--- src/rtl/hazard_pkg.sv ---
// Shared types and constants for the pipeline hazard controller.
package hazard_pkg;

   typedef enum logic [1:0] {
      MD_IDLE,
      MD_BUSY,
      MD_DONE
   } md_state_t;

   // Pipeline stage indices, used to address per-stage stall/flush vectors
   localparam int STAGE_F = 0;
   localparam int STAGE_D = 1;
   localparam int STAGE_E = 2;
   localparam int STAGE_M = 3;
   localparam int STAGE_W = 4;

   localparam int DEF_MUL_CYCLES = 4;
   localparam int DEF_DIV_CYCLES = 32;
   localparam int DEF_REG_W      = 5;

endpackage

--- src/rtl/hazard_ctrl_md_sequencer.sv ---
// Multi-cycle mul/div occupancy sequencer: tracks how long the E stage stays
// held by a mul/div, and raises md_done in the final occupancy cycle.
module md_sequencer
   import hazard_pkg::*;
#(
   parameter int MUL_CYCLES = DEF_MUL_CYCLES,
   parameter int DIV_CYCLES = DEF_DIV_CYCLES
) (
   input  logic clk,
   input  logic reset,
   input  logic md_start,
   input  logic md_is_div,
   input  logic dcache_miss,
   input  logic exception_m,
   output logic md_busy,
   output logic md_done,
   output logic md_accept
);

   localparam int CNT_W = $clog2(DIV_CYCLES + 1);
   localparam logic [CNT_W-1:0] MUL_LOAD = CNT_W'(MUL_CYCLES - 2);
   localparam logic [CNT_W-1:0] DIV_LOAD = CNT_W'(DIV_CYCLES - 2);

   md_state_t        state;
   logic [CNT_W-1:0] count;
   logic [CNT_W-1:0] load_value;

   assign load_value = md_is_div ? DIV_LOAD : MUL_LOAD;
   assign md_accept  = !reset && (state == MD_IDLE) && md_start && !dcache_miss && !exception_m;
   assign md_busy    = !reset && (state == MD_BUSY);
   assign md_done    = !reset && (state == MD_DONE);

   // The accepting cycle is occupancy cycle 1, so a zero load skips BUSY entirely
   always_ff @(posedge clk) begin
      if (reset || exception_m) begin
         state <= MD_IDLE;
         count <= '0;
      end else begin
         case (state)
            MD_IDLE: begin
               if (md_accept) begin
                  count <= load_value;
                  state <= (load_value == '0) ? MD_DONE : MD_BUSY;
               end
            end
            MD_BUSY: begin
               count <= count - 1'b1;
               if (count == CNT_W'(1)) begin
                  state <= MD_DONE;
               end
            end
            MD_DONE: begin
               if (!dcache_miss) begin
                  state <= MD_IDLE;
               end
            end
            default: state <= MD_IDLE;
         endcase
      end
   end

endmodule

--- src/rtl/hazard_ctrl.sv ---
// Central stall/flush generator for the 5-stage pipeline.
// Optional macro HAZARD_DELAY_SLOT_EN: mispredict flushes only D, keeping the delay slot.
module hazard_ctrl
   import hazard_pkg::*;
#(
   parameter int MUL_CYCLES = DEF_MUL_CYCLES,
   parameter int DIV_CYCLES = DEF_DIV_CYCLES,
   parameter int REG_W      = DEF_REG_W
) (
   input  logic             clk,
   input  logic             reset,
   input  logic [REG_W-1:0] id_rs,
   input  logic [REG_W-1:0] id_rt,
   input  logic             id_uses_rs,
   input  logic             id_uses_rt,
   input  logic             ex_mem_read,
   input  logic             ex_reg_write,
   input  logic [REG_W-1:0] ex_rd,
   input  logic             md_start,
   input  logic             md_is_div,
   input  logic             mispredict_ex,
   input  logic             exception_m,
   input  logic             icache_miss,
   input  logic             dcache_miss,
   output logic             stall_f,
   output logic             stall_d,
   output logic             stall_e,
   output logic             stall_m,
   output logic             stall_w,
   output logic             flush_d,
   output logic             flush_e,
   output logic             flush_m,
   output logic             flush_w,
   output logic             md_busy,
   output logic             md_done
);

   logic                   md_accept;
   logic                   md_occupy;
   logic                   load_use;
   logic [STAGE_W:STAGE_F] stall_vec;
   logic [STAGE_W:STAGE_D] flush_vec;

   md_sequencer #(
      .MUL_CYCLES (MUL_CYCLES),
      .DIV_CYCLES (DIV_CYCLES)
   ) u_md_sequencer (
      .clk         (clk),
      .reset       (reset),
      .md_start    (md_start),
      .md_is_div   (md_is_div),
      .dcache_miss (dcache_miss),
      .exception_m (exception_m),
      .md_busy     (md_busy),
      .md_done     (md_done),
      .md_accept   (md_accept)
   );

   assign md_occupy = md_busy || md_accept;
   assign load_use  = ex_mem_read && ex_reg_write && (ex_rd != '0) &&
                      ((id_uses_rs && (id_rs == ex_rd)) || (id_uses_rt && (id_rt == ex_rd)));

   // Strict priority: the first asserted condition alone decides every stall/flush
   always_comb begin
      stall_vec = '0;
      flush_vec = '0;
      if (reset) begin
         stall_vec = '0;
      end else if (exception_m) begin
         flush_vec = '1;
      end else if (dcache_miss) begin
         stall_vec[STAGE_F] = 1'b1;
         stall_vec[STAGE_D] = 1'b1;
         stall_vec[STAGE_E] = 1'b1;
         stall_vec[STAGE_M] = 1'b1;
         flush_vec[STAGE_W] = 1'b1;
      end else if (md_occupy) begin
         stall_vec[STAGE_F] = 1'b1;
         stall_vec[STAGE_D] = 1'b1;
         stall_vec[STAGE_E] = 1'b1;
         flush_vec[STAGE_M] = 1'b1;
      end else if (load_use) begin
         stall_vec[STAGE_F] = 1'b1;
         stall_vec[STAGE_D] = 1'b1;
         flush_vec[STAGE_E] = 1'b1;
      end else if (mispredict_ex) begin
         flush_vec[STAGE_D] = 1'b1;
`ifdef HAZARD_DELAY_SLOT_EN
         flush_vec[STAGE_E] = 1'b0;
`else
         flush_vec[STAGE_E] = 1'b1;
`endif
      end else if (icache_miss) begin
         stall_vec[STAGE_F] = 1'b1;
         flush_vec[STAGE_D] = 1'b1;
      end
   end

   assign stall_f = stall_vec[STAGE_F];
   assign stall_d = stall_vec[STAGE_D];
   assign stall_e = stall_vec[STAGE_E];
   assign stall_m = stall_vec[STAGE_M];
   assign stall_w = stall_vec[STAGE_W];
   assign flush_d = flush_vec[STAGE_D];
   assign flush_e = flush_vec[STAGE_E];
   assign flush_m = flush_vec[STAGE_M];
   assign flush_w = flush_vec[STAGE_W];

endmodule

--- config.mk ---
export PLATFORM = sky130hd
export DESIGN_NAME = hazard_ctrl
export DESIGN_NICKNAME = d
export VERILOG_FILES = /design/src/rtl/hazard_pkg.sv /design/src/rtl/hazard_ctrl_md_sequencer.sv /design/src/rtl/hazard_ctrl.sv
export SDC_FILE = /design/constraint.sdc
export NUM_CORES = 1
export LEC_CHECK = 0
export ABC_AREA = 1
export CORE_ASPECT_RATIO = 0.8
export CORE_MARGIN = 10
export CORE_UTILIZATION = 45
export CTS_BUF_LIST = sky130_fd_sc_hd__clkbuf_2 sky130_fd_sc_hd__clkbuf_4 sky130_fd_sc_hd__clkbuf_8
export DETAILED_ROUTE_END_ITERATION = 16
export PLACE_DENSITY = 0.86
export SKIP_LAST_GASP = 1
export SLEW_MARGIN = 25
export SYNTH_ARGS = -nofsm -noshare
export SYNTH_HDL_FRONTEND = slang
export SYNTH_SLANG_ARGS = --single-unit
--- constraint.sdc ---
create_clock -name clk -period 2 [get_ports clk]
set_clock_uncertainty 0.05 [all_clocks]
set_input_delay 0.3 -clock clk [delete_from_list [all_inputs] [get_ports clk]]
set_output_delay 0.3 -clock clk [all_outputs]
set_load 0.01 [all_outputs]
==> impl_results.md <==
* HP Start: u_md_sequencer.count[5]
* Root Buffer: clkbuf_4
* Setup Viol. Count Final at 0
* Top cells by area, synth: dfxtp_1, nand2_1, inv_1
* Top cell type's share of synthesized area at 20.4%
* Vias at 1030
* Peak supply drop at 399 uV
* Die height at 57.3 microns
* Nets at 220
* Post-synthesis register bit count at 8
* Final HPWL DP at 2090 microns
* Vias/cell at 4.88
* Cells after Synth at 142
* GPL Wtd Cong at 0.898
* Worst EP arrival at 1.55 ns
* Vias in the first global route at 934
* Total negative slack at 0 ns
* IO Pins at 38
* Final ANT Viol Nets at 0
* Hold Crit Depth at 2
* Min-Delay Path Class: flop to flop
* Worst Setup Start Kind: input port
* Number of diodes at 0
* Slew Limit Fails at 0
* Tot Pwr at 0.000442 W
* Buffers added on ports at 36
* Min Tclk post-route at 1.90 ns
* Iter 0 DRT Violations at 54
* Share of layout cells above drive strength 1 at 20.1%
* R2R Path End: u_md_sequencer.count[3]
* Crit Reg-Reg Startpoint: u_md_sequencer.state[1]
* DIE AREA at 0.00382 sq mm
* Commonest non-fill, non-tap cell in the layout: nand2_1
* Starting density of the core at 47.8%
* FF-to-FF path depth at 9
* P_leak at 0.775 nW
* Post-synthesis sequential area ratio at 20.4%
* Critical path type: input port to primary output
* DRC at 0
* Antenna violations before repair at 0
* Overall Global Routing Usage at 13.1%
* Worst endpoint required time at 1.65 ns
* Worst-Skew Late Latency at 0.26 ns
* Hold Crit Endpoint: u_md_sequencer.count[5]
* Post-synth top area cell: dfxtp_1
* Detailed Route WL at 2510 microns
* Core box area at 0.00164 sq mm
* DIE WIDTH at 66.7 microns
* Reg2Reg Setup Slack at 0.59 ns
* Pwr per Cell Area at 347 mW/mm^2
* Pin count of the biggest net entering global routing at 8
* Commonest non-fill, non-tap cells in the layout: nand2_1, inv_1, dlymetal6s2s_1, nor2_1
* Final Hold Vio Count at 0
* CP Capture Type: primary output
* Syn-to-layout area delta at 62.4%
* Setup WS pre-CTS at -0.488 ns
* CTS tree: built
* Finished Core Util at 77.5%
* First-pass GRT wire length at 4110 microns
* Max_cap viols at 0
* Total CTS buffers at 3
* Detail-routed net length per standard cell at 11.9 microns
* Max FO, Critical Path at 4
* Row cnt at 13
* Synthesized cell area at 785 sq um
* Status: completed
* Clock Path Buffers at 2
* Final WS setup at 0.0950 ns
* Syn_area_per_cell at 5.52 sq um
* Fmax at 525 MHz
* Drt pass-1 iters at 4
* Worst Hold Slack at 0.431 ns
* Yosys warning count at 0
* Unique masters post-synth at 26
* Max H-tree Level at 1
* CTS clk-pin slew, worst paths at 0.05 ns
* Clk sinks at 8
* Tcrit/Tclk final at 95.2%
* Synthesized Nets at 171
* GRT Residual Overflow at 0
worst max-delay path, stage by stage:
cell             delay [ns]
clkdlybuf4s50_1        0.45
nand2_1                0.06
nor2_2                 0.09
nand3_1                0.08
nand2_1                0.08
nand2_2                0.07
nand2_1                0.07
nand2_1                0.05
a21oi_1                0.15
buf_2                  0.15
power breakdown:
group / internal (W) / switching (W)
combinational: 0.0000808 / 0.0000758
sequential: 0.000162 / 0.00000168
clock: 0.0000685 / 0.0000536
metrics by stage:
stage	instances	instance area [sq um]
2_1_floorplan	142	785
6_report	211	1270
5_1_grt	211	1270
3_5_place_dp	208	1230
4_1_cts	211	1230
3_3_place_gp	208	1230
flip-flops by register name, indices dropped and copies added (netlist names):
signal                count
u_md_sequencer.count      6
u_md_sequencer.state      2
synth_stat cells:
| library cell | n |
|---|---|
| inv_2 | 6 |
| a31oi_1 | 3 |
| o21ai_1 | 2 |
| nand3_2 | 1 |
| or2_0 | 1 |
| a211oi_2 | 1 |
| nand3_1 | 9 |
| dfxtp_1 | 8 |
| ha_1 | 2 |
| nor2_1 | 17 |
| nor3_1 | 1 |
| inv_1 | 24 |
| buf_4 | 1 |
| nor2_4 | 1 |
| nand4_1 | 2 |
| or2_2 | 1 |
| o21ai_2 | 1 |
| o21ai_0 | 6 |
| o211ai_1 | 1 |
| nand2_2 | 1 |
| nor3_2 | 1 |
| buf_6 | 1 |
| nor2_2 | 1 |
| conb_1 | 1 |
| a21oi_1 | 8 |
| nand2_1 | 41 |
worst max path at each step:
stage	slack (ns)	cells past startpoint	end	start
floorplan	0.55	6	stall_f	reset
global placement	-0.44	12	flush_e	ex_rd[4]
detailed placement	-0.49	12	flush_e	ex_rd[4]
CTS	-0.16	12	flush_e	ex_rd[2]
global route	-0.02	10	flush_e	id_uses_rt
finish	0.1	10	flush_e	id_uses_rs
cells by family (layout without fill, tap and decap cells):
| logic type | Yosys count | count (layout) | share of synthesized area, % |
|---|---|---|---|
| other | 1 | 1 | 0.478 |
| buffers and inverters | 32 | 79 | 16.7 |
| flip-flops | 8 | 8 | 20.4 |
| adder cells (fa/ha/maj) | 2 | 2 | 3.19 |
| AND/OR/NAND/NOR | 77 | 77 | 42.9 |
| AO/OA/AOI/OAI | 22 | 22 | 16.3 |
cell type report:
class / instances / area (sq um)
multi-input combinational: 102 / 509
timing repair buffer: 46 / 442
fill: 127 / 369
sequential: 8 / 160
inverter: 30 / 113
tap: 22 / 27.5
clock buffer: 3 / 22.5
per-layer routing:
| metal | wire length [microns] | track usage [%] |
|---|---|---|
| met1 | 1140 | 15.8 |
| met2 | 1140 | 20.8 |
| met3 | 226 | 6.24 |
| met4 | 13 | 1.79 |
| met5 | 0 | 0 |
repair_timing:
| item | 4_1_cts | 5_1_grt |
|---|---|---|
| pin swaps | 1 | 16 |
| resized for setup | 26 | 20 |
| hold buffers | 0 | 0 |
| setup buffers | 0 | 0 |
| endpoints found under the setup margin | 8 | 6 |
(Power assumes the default switching activity.)
